<file path="src/rtl/cmem_arbiter.sv">
// Round-robin responder that serves the CPU instruction (a) and data (b) cmem
// ports from one downstream memory port, one transaction at a time.
module cmem_arbiter #(
    parameter int unsigned ADDR_WIDTH = 32,
    parameter int unsigned DATA_WIDTH = 32
) (
    input  logic                    clk,
    input  logic                    rst_n,

    input  logic                    cmem_read_a,
    input  logic                    cmem_write_a,
    input  logic [ADDR_WIDTH-1:0]   cmem_address_a,
    input  logic [DATA_WIDTH-1:0]   cmem_wdata_a,
    input  logic [DATA_WIDTH/8-1:0] cmem_byte_enable_a,
    output logic                    cmem_resp_a,
    output logic [DATA_WIDTH-1:0]   cmem_rdata_a,

    input  logic                    cmem_read_b,
    input  logic                    cmem_write_b,
    input  logic [ADDR_WIDTH-1:0]   cmem_address_b,
    input  logic [DATA_WIDTH-1:0]   cmem_wdata_b,
    input  logic [DATA_WIDTH/8-1:0] cmem_byte_enable_b,
    output logic                    cmem_resp_b,
    output logic [DATA_WIDTH-1:0]   cmem_rdata_b,

    output logic                    mem_read,
    output logic                    mem_write,
    output logic [ADDR_WIDTH-1:0]   mem_address,
    output logic [DATA_WIDTH-1:0]   mem_wdata,
    output logic [DATA_WIDTH/8-1:0] mem_byte_enable,
    input  logic                    mem_resp,
    input  logic [DATA_WIDTH-1:0]   mem_rdata
);

    localparam int unsigned BE_WIDTH = DATA_WIDTH / 8;
    localparam logic        PORT_A   = 1'b0;
    localparam logic        PORT_B   = 1'b1;

    typedef enum logic [1:0] {
        IDLE = 2'd0,
        BUSY = 2'd1,
        RESP = 2'd2
    } state_e;

    state_e                  state_q,      state_d;
    logic                    last_grant_q, last_grant_d;
    logic                    mem_read_q,   mem_read_d;
    logic                    mem_write_q,  mem_write_d;
    logic [ADDR_WIDTH-1:0]   addr_q,       addr_d;
    logic [DATA_WIDTH-1:0]   wdata_q,      wdata_d;
    logic [BE_WIDTH-1:0]     be_q,         be_d;
    logic                    resp_a_q,     resp_a_d;
    logic                    resp_b_q,     resp_b_d;
    logic [DATA_WIDTH-1:0]   rdata_a_q,    rdata_a_d;
    logic [DATA_WIDTH-1:0]   rdata_b_q,    rdata_b_d;

    logic                    pend_a;
    logic                    pend_b;
    logic                    sel_b;
    logic                    grant_wr;

    // Next-state and registered-output computation for the arbitration FSM.
    always_comb begin
        state_d      = state_q;
        last_grant_d = last_grant_q;
        mem_read_d   = mem_read_q;
        mem_write_d  = mem_write_q;
        addr_d       = addr_q;
        wdata_d      = wdata_q;
        be_d         = be_q;
        resp_a_d     = 1'b0;
        resp_b_d     = 1'b0;
        rdata_a_d    = rdata_a_q;
        rdata_b_d    = rdata_b_q;

        pend_a   = cmem_read_a | cmem_write_a;
        pend_b   = cmem_read_b | cmem_write_b;
        // On contention, the port that did not win last time goes next.
        sel_b    = pend_b & (~pend_a | (last_grant_q == PORT_A));
        // Read+write together is treated as a write.
        grant_wr = sel_b ? cmem_write_b : cmem_write_a;

        unique case (state_q)
            IDLE: begin
                if (pend_a | pend_b) begin
                    last_grant_d = sel_b ? PORT_B : PORT_A;
                    addr_d       = sel_b ? cmem_address_b     : cmem_address_a;
                    wdata_d      = sel_b ? cmem_wdata_b       : cmem_wdata_a;
                    be_d         = sel_b ? cmem_byte_enable_b : cmem_byte_enable_a;
                    mem_read_d   = ~grant_wr;
                    mem_write_d  = grant_wr;
                    state_d      = BUSY;
                end
            end
            BUSY: begin
                if (mem_resp) begin
                    mem_read_d  = 1'b0;
                    mem_write_d = 1'b0;
                    if (last_grant_q == PORT_B) begin
                        resp_b_d  = 1'b1;
                        rdata_b_d = mem_rdata;
                    end else begin
                        resp_a_d  = 1'b1;
                        rdata_a_d = mem_rdata;
                    end
                    state_d = RESP;
                end
            end
            RESP: begin
                state_d = IDLE;
            end
            default: begin
                state_d = IDLE;
            end
        endcase
    end

    // State and output registers; reset aborts any in-flight transaction.
    always_ff @(posedge clk or negedge rst_n) begin
        if (!rst_n) begin
            state_q      <= IDLE;
            last_grant_q <= PORT_A;
            mem_read_q   <= 1'b0;
            mem_write_q  <= 1'b0;
            addr_q       <= '0;
            wdata_q      <= '0;
            be_q         <= '0;
            resp_a_q     <= 1'b0;
            resp_b_q     <= 1'b0;
            rdata_a_q    <= '0;
            rdata_b_q    <= '0;
        end else begin
            state_q      <= state_d;
            last_grant_q <= last_grant_d;
            mem_read_q   <= mem_read_d;
            mem_write_q  <= mem_write_d;
            addr_q       <= addr_d;
            wdata_q      <= wdata_d;
            be_q         <= be_d;
            resp_a_q     <= resp_a_d;
            resp_b_q     <= resp_b_d;
            rdata_a_q    <= rdata_a_d;
            rdata_b_q    <= rdata_b_d;
        end
    end

    assign mem_read        = mem_read_q;
    assign mem_write       = mem_write_q;
    assign mem_address     = addr_q;
    assign mem_wdata       = wdata_q;
    assign mem_byte_enable = be_q;
    assign cmem_resp_a     = resp_a_q;
    assign cmem_rdata_a    = rdata_a_q;
    assign cmem_resp_b     = resp_b_q;
    assign cmem_rdata_b    = rdata_b_q;

endmodule
</file>
<file path="config.mk">
export PLATFORM = sky130hd
export DESIGN_NAME = cmem_arbiter
export DESIGN_NICKNAME = d
export VERILOG_FILES = /design/src/rtl/cmem_arbiter.sv
export SDC_FILE = /design/constraint.sdc
export NUM_CORES = 1
export LEC_CHECK = 0
export ABC_AREA = 1
export CAP_MARGIN = 20
export CORE_UTILIZATION = 40
export CTS_BUF_LIST = sky130_fd_sc_hd__clkbuf_4 sky130_fd_sc_hd__clkbuf_8
export CTS_CLUSTER_SIZE = 28
export DETAILED_ROUTE_END_ITERATION = 8
export GPL_ROUTABILITY_DRIVEN = 1
export PLACE_DENSITY_LB_ADDON = 0.3
export SLEW_MARGIN = 25
export SYNTH_ARGS = -nofsm -noshare
export SYNTH_HDL_FRONTEND = slang
export SYNTH_SLANG_ARGS = --single-unit
export TNS_END_PERCENT = 50
</file>
<file path="constraint.sdc">
create_clock -name clk -period 3.01 [get_ports clk]
set_input_delay 0.7525 -clock clk [delete_from_list [all_inputs] [get_ports clk]]
set_output_delay 0.7525 -clock clk [all_outputs]
set_load 0.1 [all_outputs]
</file>
Word level (Yosys, flattened, before mapping):

Cells that the tools add are included.

* register bits after elaboration: 139
* input port bits: 175
* output and inout bits: 136

* equality and inequality tests: 3
* multiplexer cells: 19
* bitwise gates (word level): 8
* reduce and logical (&&, ||, !) cells: 7

Operators by type and width (count)
* $mux W32: 2
* $mux W1: 11
* $reduce_and A3 Y1: 3
* $mux W2: 2
* $mux W4: 1
* $ne A2 B2 Y1 const B: 2
* $or A1 B1 Y1: 4
* $pmux W1 S2: 2
* $pmux W2 S2: 1
* $reduce_and A2 Y1: 2
* $not A1 Y1: 3
* $eq A2 B1 Y1 const B: 1
* $logic_not A2 Y1: 1
* $reduce_bool A2 Y1: 1
* $and A1 B1 Y1: 1

Depth between registers and ports, before layout:

Gate-level depths: netlist of the first run.

* depth after elaboration: 8
* mapped depth: 9
* gate-level depth less buffers: 7

Worst setup path after synthesis of the first run:

OpenSTA, ideal clock, no wires.

* path kind: reg-to-output
* from: register mem_read_q (netlist: mem_read)
* to: output port mem_read
* data arrival time: 0.898 ns
* data required time: 2.257 ns
* path slack: 1.359 ns
* cell stages (with the launch flop): 1
* path buffers: 0
* path through: dfrtp_1

RTL lines
* from (decl): line 47 `logic mem_read_q, mem_read_d;`
* from (signal assigned): line 135 `mem_read_q <= mem_read_d;`
* to (decl): line 26 `output logic mem_read,`

No word-level cell between the ends.

Worst setup path after layout of the first run:

* from: input port mem_resp
* to: register rdata_a_q[24] (netlist: cmem_rdata_a[24])

* word-level cells in the longest chain between the ends: 1

Ends and longest elaborated chain
* from (decl): line 31 `input logic mem_resp,`
* $reduce_and A3 Y1 (no line)
* to (signal assigned): line 142 `rdata_a_q <= rdata_a_d;`
* to (decl): line 54 `logic [DATA_WIDTH-1:0] rdata_a_q, rdata_a_d;`

No other way between the ends.
A chain may end at the register's enable or synchronous reset.

==> qor.yml, run 1 <==
run_status:
  status: "finished, final reports clean"
drt:
  routed_via_density: 4.60
  wirelength_microns: 18700
  via_count: 6041
  postRouteAntennaNets: 0
  first_iter_violations: 283
  firstDrtPassIters: 7
  drcViolationCount: 0
  detail_route.wl_per_cell_microns: 14.3
run:
  drv_cap: 0
setup_path:
  critical_path.top_delay_family: "buffers and inverters"
  cpPeakStageDelay_ns: 0.48
  crit_type: "in -> reg"
  end_kind: "flip-flop"
  cp_slowest_cell: "clkdlybuf4s50_1"
  path_cells: "clkdlybuf4s50_1 -> nand2_1 -> inv_2 -> nand2_2 -> buf_12 -> o21ai_0"
  crit_buf_inv: 3
  worstPathRequired_ns: 3.36
  crit_arrival_ns: 2.38
  reg2reg_depth: 6
  cp_max_fo: 33
  start_kind: "primary input"
  cp.depth: 6
cts:
  ctsLongestPathBuffers: 2
  cts_tree: "yes"
  cts_inserted_buffers: 17
  cts_setup_buffers: 0
  root_buffer: "clkbuf_8"
  cts_hold_buf: 0
  cts_sinks: 139
  path_clk_slew_ns: 0.09
  cts_resized: 0
  htreeDepth: 4
  clk-insertion-delay-late_ns: 0.44
timing:
  final_max_slew_viol_count: 0
  rsz0062_at_grt: "no"
  max_slew.worst_pin.slew_ns: 0.737
  min_period_ns: 2.03
  finalHoldViolations: 0
  tns_ns: 0
  max_slew_margin_pct: 50.7
  fmaxAchievable_ghz: 0.492
  final-setup-viol-count: 0
  fin_skew_ns: 0.0136
  fin_crit_sh_pct: 67.5
synth:
  synth.distinct_cells: 18
  synth_edf_count: 0
  ys_warn_count: 0
  ys_top_cells_by_count: "nand2_1 (279), dfrtp_1 (139), inv_1 (106)"
  ys_ff_latch: 139
  synth.area.top_cells: "dfrtp_1 (52%), nand2_1 (16%), nand3b_1 (7.7%)"
  synth_fp_nets: 965
  netlist_instances: 790
  syn_area_per_cell_sq_um: 8.40
  syn_area_sq_um: 6640
  seq_area_frac_synth_pct: 52.4
  ys_async_sr_fraction_pct: 100
  synth_ff_type: "dfrtp_1"
  synth_top_area_share_pct: 52.4
  yosysTopAreaCell: "dfrtp_1"
  synth.most_common_cell: "nand2_1"
die:
  core-area_sq_um: 16100
  die_w_microns: 131
  die_h_microns: 131
  dieArea_sq_um: 17100
  start_util_pct: 41.3
  io_pins: 311
  rows: 46
placement:
  place_congestion: 0.807
  io_buffer_count: 310
  dp_hpwl_microns: 13500
grt:
  gr-total-overflow: 0
  grt.total_usage_pct: 22.0
  antenna_found_initial: 0
  grt_max_degree: 69
  grt_pass1_wl_microns: 28600
  grt_pass1_vias: 5634
finish:
  area_delta_synth_final_pct: 49.1
  antenna_cells: 0
  nFillCells: 1445
  fin_nets: 1259
  drive_above_1_share_pct: 20.1
min_path:
  hold_path_class: "in -> async"
==> registers in the layout, indices dropped and copies added (netlist names) <==
signal	count
mem_write	1
mem_wdata	32
mem_byte_enable	4
cmem_rdata_a	32
state_q	2
cmem_resp_b	1
cmem_resp_a	1
last_grant_q	1
cmem_rdata_b	32
mem_address	32
mem_read	1
==> per-stage QoR <==
stage / setup WS (ns) / cell area (sq um) / instances / util, % / hold WS (ns)
after floorplan: 1.36 / 6640 / 790 / - / 0.457
after global placement: 0.562 / 9510 / 1281 / 59.2 / 0.465
after detailed placement: 0.499 / 9510 / 1281 / 59.2 / 0.466
after CTS: 1.00 / 9900 / 1313 / 61.6 / 0.266
after global routing: 0.888 / 9900 / 1313 / 61.6 / 0.275
final: 0.977 / 9900 / 1313 / 61.6 / 0.265
==> worst paths after layout <==
kind | start | end | slack [ns]
worst min-delay path | rst_n | cmem_rdata_a[10] | 0.26
worst max register to register | state_q[1] | cmem_rdata_a[24] | 1.26
min in group clk | mem_wdata[28] | mem_wdata[28] | 0.48
worst max-delay path | mem_resp | cmem_rdata_a[24] | 0.98
worst min register to register | mem_wdata[28] | mem_wdata[28] | 0.48
max in group asynchronous | rst_n | cmem_rdata_a[18] | 1.94
==> routing by layer <==
layer / vias to the layer above / routed length (microns) / GRT usage (%)
met5: - / 0 / 0
met1: 2752 / 7670 / 26.7
li1: 3037 / - / -
met4: 0 / 291 / 7.78
met3: 22 / 1600 / 6.88
met2: 230 / 9180 / 36.9
==> layout by cell type, fill, tap and decap left out, types with 5 or more instances in the layout <==
cell / count
nand2_1: 276
inv_1: 106
buf_12: 6
nand3b_1: 68
clkdlybuf4s50_1: 173
dfrtp_1: 139
buf_4: 145
inv_6: 5
nand3_1: 69
o21ai_1: 19
nor2_1: 6
o21ai_2: 28
clkbuf_8: 18
o21ai_0: 18
==> cell type report <==
cell class	count	area [sq um]	area share [%]
Clock inverter	14	134	1.35
Tap cell	216	270	2.73
Clock buffer	18	248	2.50
Inverter	109	409	4.13
Sequential cell	139	3480	35.1
Timing Repair Buffer	325	2950	29.8
Multi-Input combinational cell	492	2400	24.3
==> cell families after synthesis <==
family / share of synthesized area (%)
compound gates: 6.80
buf+inv: 11.6
simple gates: 29.2
flops: 52.4
Power of run 1 is not shown: default switching activity piles up to over one toggle a cycle in this logic, so the estimate is an artifact.
==> run 2, diff against run 1 <==
--- a/config.mk
+++ b/config.mk
@@ -7,7 +7,7 @@
 export LEC_CHECK = 0
 export ABC_AREA = 1
 export CAP_MARGIN = 20
-export CORE_UTILIZATION = 40
+export CORE_UTILIZATION = 39
 export CTS_BUF_LIST = sky130_fd_sc_hd__clkbuf_4 sky130_fd_sc_hd__clkbuf_8
 export CTS_CLUSTER_SIZE = 28
 export DETAILED_ROUTE_END_ITERATION = 8
==> constraint.sdc (replaced) <==
create_clock -name clk -period 1.7 [get_ports clk]
set_input_delay 0.425 -clock clk [delete_from_list [all_inputs] [get_ports clk]]
set_output_delay 0.425 -clock clk [all_outputs]
set_load 0.1 [all_outputs]
==> qor.yml, run 2 (same netlist as run 1, synthesis figures left out) <==
run_status:
  status: "finished, final reports clean"
min_path:
  hold_path_class: "in -> async"
setup_path:
  path_cells: "buf_12"
  cp_max_fo: 2  # -94%
  worstPathRequired_ns: 1.27  # -2.09 ns
  crit_arrival_ns: 1.10  # -1.28 ns
  end_kind: "output pin"
  cp_slowest_cell: "dfrtp_1"
  start_kind: "flip-flop"
  cpPeakStageDelay_ns: 0.45  # -0.03 ns
  critical_path.top_delay_family: "flip-flops"
  crit_type: "reg -> out"
  crit_buf_inv: 1  # -2
die:
  io_pins: 311  # unchanged
  start_util_pct: 40.0  # -1.3 points
  core-area_sq_um: 16600  # +3.3%
  die_h_microns: 132  # +1.3%
  rows: 47  # +2.2%
  die_w_microns: 132  # +1.3%
  dieArea_sq_um: 17500  # +2.5%
placement:
  place_area_sq_um: 11400  # +20%
  place_congestion: 0.827  # +2.5%
  io_buffer_count: 310  # unchanged
  dp_cells: 1302  # +1.6%
  dp_hpwl_microns: 16000  # +19%
grt:
  grt_max_degree: 64  # -7.2%
  grt_pass1_wl_microns: 34000  # +19%
  grt.total_usage_pct: 25.0  # +3.0 points
  gr-total-overflow: 0  # unchanged
  grt_pass1_vias: 6529  # +16%
  antenna_found_initial: 1  # +1
drt:
  first_iter_violations: 335  # +18%
  wirelength_microns: 21000  # +12%
  postRouteAntennaNets: 0  # unchanged
  via_count: 6400  # +5.9%
  detail_route.wl_per_cell_microns: 15.8  # +11%
  drcViolationCount: 0  # unchanged
  firstDrtPassIters: 5  # -2
  routed_via_density: 4.80  # +4.4%
cts:
  path_clk_slew_ns: 0.08  # about the same
  cts_inserted_buffers: 17  # unchanged
  htreeDepth: 4  # unchanged
  cts_hold_buf: 1  # +1
  clk-insertion-delay-late_ns: 0.45  # about the same
  cts_sinks: 139  # unchanged
  cts_resized: 0  # unchanged
  root_buffer: "clkbuf_8"
  cts_tree: "yes"
  ctsLongestPathBuffers: 2  # unchanged
  cts_setup_buffers: 0  # unchanged
timing:
  final_max_slew_viol_count: 0  # unchanged
  fin_skew_ns: 0.0103  # -0.00332 ns
  final-setup-viol-count: 0  # unchanged
  rsz0062_at_grt: "no"
  fmaxAchievable_ghz: 0.655
  fin_crit_sh_pct: 89.8
  max_slew_margin_pct: 75.1  # +24 points
  max_slew.worst_pin.slew_ns: 0.374  # -0.363 ns
  finalHoldViolations: 0  # unchanged
  min_period_ns: 1.53
finish:
  final_cell_mix: "nand2_1 (276), clkdlybuf4s50_1 (173), buf_12 (149), dfrtp_1 (139), inv_1 (106)"
  area_delta_synth_final_pct: 78.6
  antenna_cells: 0  # unchanged
  sequential_cell_area_sq_um: 3480  # unchanged
  final_common_cell: "nand2_1"
  multi_input_area_sq_um: 2400  # unchanged
  fin_nets: 1277  # +1.4%
  nFillCells: 1223  # -15%
  drive_above_1_share_pct: 21.2  # +1.1 points
  post-route-cell-area_sq_um: 11900  # +20%
  stdcell_count: 1333  # +1.5%
run:
  drv_cap: 0  # unchanged
run 2: worst paths after layout:
check | start | end | slack (ns) | cells after the start
setup / recovery | mem_address[23] | mem_address[23] | 0.17 | 1
setup reg to reg | state_q[1] | mem_wdata[24] | 0.31 | 6
max in group asynchronous | rst_n | mem_address[4] | 0.67 | 3
hold reg to reg | state_q[1] | state_q[0] | 0.52 | 1
hold / removal | rst_n | mem_address[0] | 0.48 | 2
min in group clk | state_q[1] | state_q[0] | 0.52 | 1
run 2: through the flow:
stage,hold slack [ns],util (%),TNS (ns),worst slack (ns)
floorplan,0.129,-,0,0.377
global placement,0.356,69.0,-14.53,-0.230
detailed placement,0.356,69.0,-16.66,-0.268
CTS,0.462,71.5,0,0.147
global route,0.500,71.5,0,0.0960
finish,0.476,71.5,0,0.173
run 2: routing by layer:
layer | wire length (microns) | global-route usage [%] | vias up
met1 | 8120 | 29.4 | 3014
met2 | 10700 | 43.5 | 288
li1 | - | - | 3063
met5 | 16 | 0 | -
met3 | 1670 | 7.05 | 33
met4 | 492 | 8.88 | 2
run 2: cell type report:
type	instances	area share, %
inverters	109	3.45
flip-flops and latches	139	29.3
repair buffers	343	41.2
multi-input cells	492	20.3
well taps	220	2.32
clock buffers	20	2.27
clock inverters	10	1.18
Power of run 2 is left out for the same reason.
